## config.mk

```make
export PLATFORM = sky130hd
export DESIGN_NAME = age_matrix_issue_select
export DESIGN_NICKNAME = d
export VERILOG_FILES = /design/src/rtl/age_matrix_issue_select.sv
export SDC_FILE = /design/constraint.sdc
export NUM_CORES = 1
export LEC_CHECK = 0
export CAP_MARGIN = 20
export CORE_MARGIN = 3
export CORE_UTILIZATION = 47
export CTS_BUF_LIST = sky130_fd_sc_hd__clkbuf_8 sky130_fd_sc_hd__clkbuf_16
export CTS_CLUSTER_DIAMETER = 80
export DETAILED_ROUTE_END_ITERATION = 8
export MAX_ROUTING_LAYER = met4
export PLACE_DENSITY = 0.78
export SETUP_SLACK_MARGIN = 0.15
export SKIP_LAST_GASP = 1
export SLEW_MARGIN = 30
export SYNTH_ARGS = -nofsm -noshare
export SYNTH_HDL_FRONTEND = slang
export SYNTH_SLANG_ARGS = --single-unit
```

## constraint.sdc

```tcl
create_clock -name clk_i -period 2.8 [get_ports clk_i]
set_input_delay 0.56 -clock clk_i [delete_from_list [all_inputs] [get_ports clk_i]]
set_output_delay 0.56 -clock clk_i [all_outputs]
set_load 0.01 [all_outputs]
```

## src/rtl/age_matrix_issue_select.sv

```systemverilog
// Reservation-station allocate/issue selector.
// Exact relative age kept in a SIZE x SIZE matrix; oldest ready entry issues.
module age_matrix_issue_select #(
  parameter int SIZE  = 4,
  parameter int IDX_W = $clog2(SIZE),
  parameter int CNT_W = $clog2(SIZE+1)
) (
  input  logic             clk_i,
  input  logic             reset_i,
  input  logic             flush_i,
  input  logic             alloc_valid_i,
  output logic             alloc_ready_o,
  output logic [IDX_W-1:0] alloc_idx_o,
  output logic [SIZE-1:0]  alloc_onehot_o,
  input  logic [SIZE-1:0]  entry_ready_i,
  output logic             issue_valid_o,
  input  logic             issue_ready_i,
  output logic [IDX_W-1:0] issue_idx_o,
  output logic [SIZE-1:0]  issue_onehot_o,
  output logic [SIZE-1:0]  entry_valid_o,
  output logic [CNT_W-1:0] count_o
);

  logic [SIZE-1:0]            valid_q, valid_d;
  logic [SIZE-1:0][SIZE-1:0]  older_q, older_d;
  logic [CNT_W-1:0]           count_q, count_d;

  logic [SIZE-1:0] free;
  logic [SIZE-1:0] cand;
  logic [SIZE-1:0] blocked;
  logic [SIZE-1:0] issue_clr;
  logic [SIZE-1:0] alloc_set;
  logic [SIZE-1:0] survivors;
  logic            alloc_fire;
  logic            issue_fire;

  assign free           = ~valid_q;
  assign alloc_ready_o  = |free;
  assign alloc_onehot_o = free & (~free + SIZE'(1));

  always_comb begin
    alloc_idx_o = '0;
    for (int i = SIZE-1; i >= 0; i--) begin
      if (free[i]) alloc_idx_o = IDX_W'(i);
    end
  end

  assign cand = valid_q & entry_ready_i;

  // Entry i is blocked by any older candidate j.
  always_comb begin
    blocked = '0;
    for (int i = 0; i < SIZE; i++) begin
      for (int j = 0; j < SIZE; j++) begin
        if (j != i && cand[j] && older_q[j][i]) blocked[i] = 1'b1;
      end
    end
  end

  assign issue_onehot_o = cand & ~blocked;
  assign issue_valid_o  = |cand;

  always_comb begin
    issue_idx_o = '0;
    for (int i = 0; i < SIZE; i++) begin
      if (issue_onehot_o[i]) issue_idx_o = issue_idx_o | IDX_W'(i);
    end
  end

  assign alloc_fire = alloc_valid_i & alloc_ready_o;
  assign issue_fire = issue_valid_o & issue_ready_i;
  assign issue_clr  = issue_fire ? issue_onehot_o : '0;
  assign alloc_set  = alloc_fire ? alloc_onehot_o : '0;
  assign survivors  = valid_q & ~issue_clr;
  assign valid_d    = survivors | alloc_set;

  always_comb begin
    older_d = older_q;
    for (int k = 0; k < SIZE; k++) begin
      if (alloc_set[k]) begin
        for (int j = 0; j < SIZE; j++) begin
          if (survivors[j]) begin
            older_d[j][k] = 1'b1;
            older_d[k][j] = 1'b0;
          end
        end
      end
    end
  end

  always_comb begin
    case ({alloc_fire, issue_fire})
      2'b10:   count_d = count_q + CNT_W'(1);
      2'b01:   count_d = count_q - CNT_W'(1);
      default: count_d = count_q;
    endcase
  end

  always_ff @(posedge clk_i) begin
    if (!reset_i) begin
      valid_q <= '0;
      older_q <= '0;
      count_q <= '0;
    end else if (flush_i) begin
      valid_q <= '0;
      count_q <= '0;
    end else begin
      valid_q <= valid_d;
      older_q <= older_d;
      count_q <= count_d;
    end
  end

  assign entry_valid_o = valid_q;
  assign count_o       = count_q;

endmodule

```

Yosys cells after proc, flatten, opt, wreduce, memory -nomap -nowiden
Index checks and enable logic that the tools add are counted.
Widths: inputs -> output; s select.

word-level totals
  bits in registers = 19
  bits of input ports = 9

cells by class
  bitwise logic cells = 12
  multiplexer cells = 60
  eq/ne operators = 2
  reduce and logical (&&, ||, !) cells = 16
  add/sub/neg operators = 3

operator list
  kind                 number
  $mux 1               47
  $mux 4               5
  $and 4x4->4          4
  $not 4->4            4
  $logic_and 1x1->1    12
  $mux 2               6
  $reduce_or 4->1      2
  $pmux 3 s2           1
  $mux 5               1
  $add 4x1->4 const B  1
  $or 4x4->4           1
  $add 3x1->3 const B  1
  $sub 3x1->3 const B  1
  $and 1x1->1          2
  $eq 2x1->1 const B   1
  $eq 2x2->1 const B   1
  $reduce_bool 2->1    1
  $reduce_or 2->1      1
  $not 1->1            1

Longest topological paths before layout
Gate-level depths: netlist (run 1).

  depth after elaboration = 16
  depth in mapped cells = 10
  depth with buffers taken out = 9

Least setup slack after synthesis (run 1)
OpenSTA, ideal clock, no wires.

  path kind = reg2reg
  from = reg valid_q[1], in the netlist entry_valid_o[1]
  to = reg count_q[2], in the netlist count_o[2]
  setup time = 70 ps
  stages on the path, launching flop included = 11
  clock period less this slack = 2149 ps
  slack = 651 ps
  path buffers = 1
  required time = 2730 ps
  arrival = 2078 ps
  cells stage by stage = dfxtp_1 buf_2 nand2_1 nand4_1 and2_1 ha_1 inv_1 fa_1 xor2_1 or3_1 a21oi_1

between the ends
  word-level cells in the longest chain between the ends = 5
  elaborated cells between the ends (all ways) = 10
  classes of those cells = 2 x eq/ne; 1 x mux; 4 x bitwise; 3 x reduce/logical

ends and longest elaborated chain
  item                                             line  source
  start: declaration                               24    logic [SIZE-1:0] valid_q, valid_d;
  start signal: assignment                         108   valid_q <= valid_d;
  $and 4x4->4 (*)                                  48    assign cand = valid_q & entry_ready_i;
  $reduce_or 4->1 (*)                              61    assign issue_valid_o = |cand;
  net issue_valid_o                                16    output logic issue_valid_o,
  $and 1x1->1 (*)                                  71    assign issue_fire = issue_valid_o & issue_ready_i;
  $eq 2x1->1 or $eq 2x2->1 (tied branches)         92    case ({alloc_fire, issue_fire})
  $pmux 3 s2 or $reduce_bool 2->1 (tied branches)  -
  end signal: assignment                           110   count_q <= count_d;
  end: declaration                                 26    logic [CNT_W-1:0] count_q, count_d;

Mark *: on every way through the listed nets, which the timed path passes. The rest lies on a longest branch.
A chain may end at the register's enable or synchronous reset.

Worst setup path after layout (run 1)
  from = in entry_ready_i[2]
  to = reg count_q[2], in the netlist count_o[2]

between the ends
  word-level cells in the longest chain between the ends = 5
  elaborated cells between the ends (all ways) = 7
  classes of those cells = 2 x eq/ne; 1 x mux; 2 x bitwise; 2 x reduce/logical

ends and longest elaborated chain
  item                                             line  source
  start: declaration                               15    input logic [SIZE-1:0] entry_ready_i,
  $and 4x4->4 (*)                                  48
  $reduce_or 4->1 (*)                              61
  $and 1x1->1 (*)                                  71
  $eq 2x1->1 or $eq 2x2->1 (tied branches)         92
  $pmux 3 s2 or $reduce_bool 2->1 (tied branches)  -

Every way passes the cells marked *; elsewhere a longest branch is shown, timed or not.

==> impl_metrics.py, run 1 <==
metrics = {
    "finish": {
        "area_delta_synth_final_pct": 42.30,
        "stdcell_area_sq_um": 1549,
        "layout-drive-gt1-share_pct": 18.86,
        "nNetsFinal": 187,
        "n_antenna_cell": 0,
        "num-fill-cells": 165,
    },
    "power_and_ir_drop": {
        "vdd_drop_max_uv": 264.6,
        "power_mw": 0.5476,
        "comb_power_share_pct": 13.7,
        "p_clk_share_pct": 36.0,
        "internal_power_mw": 0.4120,
        "power.leakage_nw": 0.6721,
        "p_sw_mw": 0.1356,
        "seqPwrFrac_pct": 50.4,
        "sw_frac_of_total_pct": 24.76,
        "powerDensity_nw_per_um2": 353.5,
    },
    "cts": {
        "clk_transition_reported_paths_ns": 0.08,
        "cts.sinks": 19,
        "cts-root-buf": "clkbuf_8",
        "cts_buffers": 3,
        "cts_tree": "yes",
        "cts_max_level": 1,
        "cts_max_path_buffers": 2,
        "holdBufCountCts": 0,
        "clk_latency_ns": 0.26,
    },
    "global_route": {
        "grt_max_degree": 17,
        "globalRouteTotalUtil_pct": 24.44,
        "grt_antenna_before_repair": 0,
        "grt_pass1_wl_um": 5043,
        "grt_pass1_vias": 1091,
        "grt-ovfl-total": 0,
    },
    "worst_setup_path": {
        "reg2reg_depth": 9,
        "arrival_ns": 2.73,
        "start_kind": "input pin",
        "path_class": "input pin to register",
        "crit_required_ns": 2.99,
        "crit_path_max_fanout": 3,
        "worstSetupEndpointType": "register",
    },
    "floorplan": {
        "die_area_sq_um": 2930,
        "die_w_um": 54.13,
        "ios": 30,
        "start_util_pct": 52.28,
        "core_area_sq_um": 2082,
        "dieHeight_um": 54.13,
        "num_rows": 16,
    },
    "synth": {
        "yosys-top-cells-count": "19 x dfxtp_1, 19 x nand2_1, 13 x nor2_1, 10 x nand3_1",
        "async_reset_ff_share_pct": 0,
        "syn_area_sq_um": 1089,
        "ys_top_cells_by_area": "dfxtp_1 35%, nand2_1 6.6%, nand3_1 4.6%",
        "ys_warn_count": 0,
        "syn_area_per_cell_sq_um": 8.185,
        "yosysTopAreaCell": "dfxtp_1",
        "synthDistinctLibCells": 41,
        "ys_ff_latch": 19,
        "synth_top_area_share_pct": 34.94,
        "ys.flop_type": "dfxtp_1",
        "syn_inst": 133,
        "synth_edf_count": 0,
        "yosysSeqAreaShare_pct": 34.94,
        "syn_nets": 144,
    },
    "flow_run": {
        "maxCapViolCount": 0,
    },
    "route": {
        "wl_per_cell_um": 15.12,
        "postRouteAntennaNets": 0,
        "first_iter_violations": 37,
        "via_per_inst": 5.614,
        "drt_first_pass_iters": 4,
        "drc": 0,
        "vias": 1134,
        "wl_um": 3054,
    },
    "min_path": {
        "hold_path_class": "register to register",
        "holdPathStages": 2,
    },
    "timing": {
        "fmax_ghz": 0.3936,
        "tns_ns": 0,
        "finalCritPeriodShare_pct": 90.74,
        "drv_slew": 0,
        "timing.hold.ws_ns": 0.4491,
        "rsz0062_at_grt": "no",
        "tightest_slew_ns": 0.4858,
        "max_slew_margin_pct": 67.54,
        "fin_skew_ns": 0.004396,
        "fin_ws_ns": 0.2594,
        "hold_violations": 0,
        "min_period_ns": 2.541,
        "setup_violations": 0,
    },
    "placement": {
        "io_buffers": 29,
        "dpl.hpwl_um": 2432,
        "pre_cts_ws_ns": -0.05989,
        "place_area_sq_um": 1489,
        "gp_congestion": 0.8770,
    },
    "status": {
        "status": "completed",
    },
}
-- sequential cells by signal, summed over array words and instances (netlist names) --
name and count:
older_q 12, entry_valid_o 4, count_o 3
-- stage by stage --
step | util [%] | instances
detailed placement | 71.51 | 198
floorplan | - | 133
global route | 74.40 | 202
CTS | 73.98 | 202
global placement | 71.51 | 198
finish | 74.40 | 202
-- final timing paths --
check / from / end / slack (ns)
worst max-delay path: entry_ready_i[2] / count_o[2] / 0.26
worst min-delay path: older_q[2] / older_q[2] / 0.45
worst max register to register: entry_valid_o[1] / count_o[2] / 0.48
worst min register to register: older_q[2] / older_q[2] / 0.45
-- metal layers --
metal	wire (um)	track usage, %
met1	1267	28.41
met2	1555	43.63
met3	221	4.986
met4	9	3.734
met5	0	-
-- cells by family after synthesis --
family                     synth area share, %
and+or+nand+nor                          33.45
adders and majority gates                2.988
buffers and inverters                    5.748
DFF                                      34.94
AOI/OAI and AO/OA                        21.26
xor gates and xnor gates                 1.609
-- power by group through the flow --
stage	logic (mW)	clock network, mW	registers (mW)
finish	0.0749	0.197	0.276
floorplan	0.0300	0	0.282
global route	0.0815	0.211	0.276
CTS	0.0741	0.203	0.276
global placement	0.0723	0	0.282
detailed placement	0.0734	0	0.282
-- timing repair --
item,in CTS,in global routing
setup buffers,0,0
pin swaps,0,3
setup endpoints to repair,4,5
gates resized for setup,5,7
endpoints found under the hold margin,0,0
-- critical path: stages --
cell and delay (ns):
clkdlybuf4s50_1 0.50, buf_4 0.13, nand2_1 0.06, nand4_1 0.12
and2_4 0.16, ha_2 0.17, inv_1 0.05, fa_1 0.37
xor2_1 0.16, or3_1 0.31, a21oi_1 0.14
-- area by class of cell --
| cell class | instances | area, sq um | area share, % |
|---|---|---|---|
| Clock buffer | 3 | 41.29 | 2.666 |
| Clock inverter | 1 | 7.507 | 0.4847 |
| Inverter | 7 | 26.28 | 1.696 |
| Multi-Input combinational cell | 101 | 656.9 | 42.41 |
| Sequential cell | 19 | 380.4 | 24.56 |
| Tap cell | 27 | 33.78 | 2.181 |
| Timing Repair Buffer | 44 | 402.9 | 26.01 |
-- placed cells by master (no fill, tap or decap), drive strengths merged, types with 2 or more instances in the layout --
master,count
dfxtp,19
buf,15
inv,7
o21ai,4
nor3b,3
dlygate4sd2,2
o221a,3
nand2b,2
nand3,10
a31oi,2
a211oi,2
dlymetal6s2s,3
nand2,19
nand4,2
a21boi,2
a2111oi,2
and3,5
clkdlybuf4s50,23
and2,3
a21oi,7
xor2,2
o211a,2
clkbuf,4
and4b,2
nor2,13
o2bb2ai,3
nor2b,2
Power figures use the tool's default switching activity.
==> run 2: changes to the inputs <==
CTS_CLUSTER_SIZE = 12   (was default)
SLEW_MARGIN = 20   (was 30)
==> results of run 2 <==
No change in the layout: final DEF, timing and power equal those of run 1.
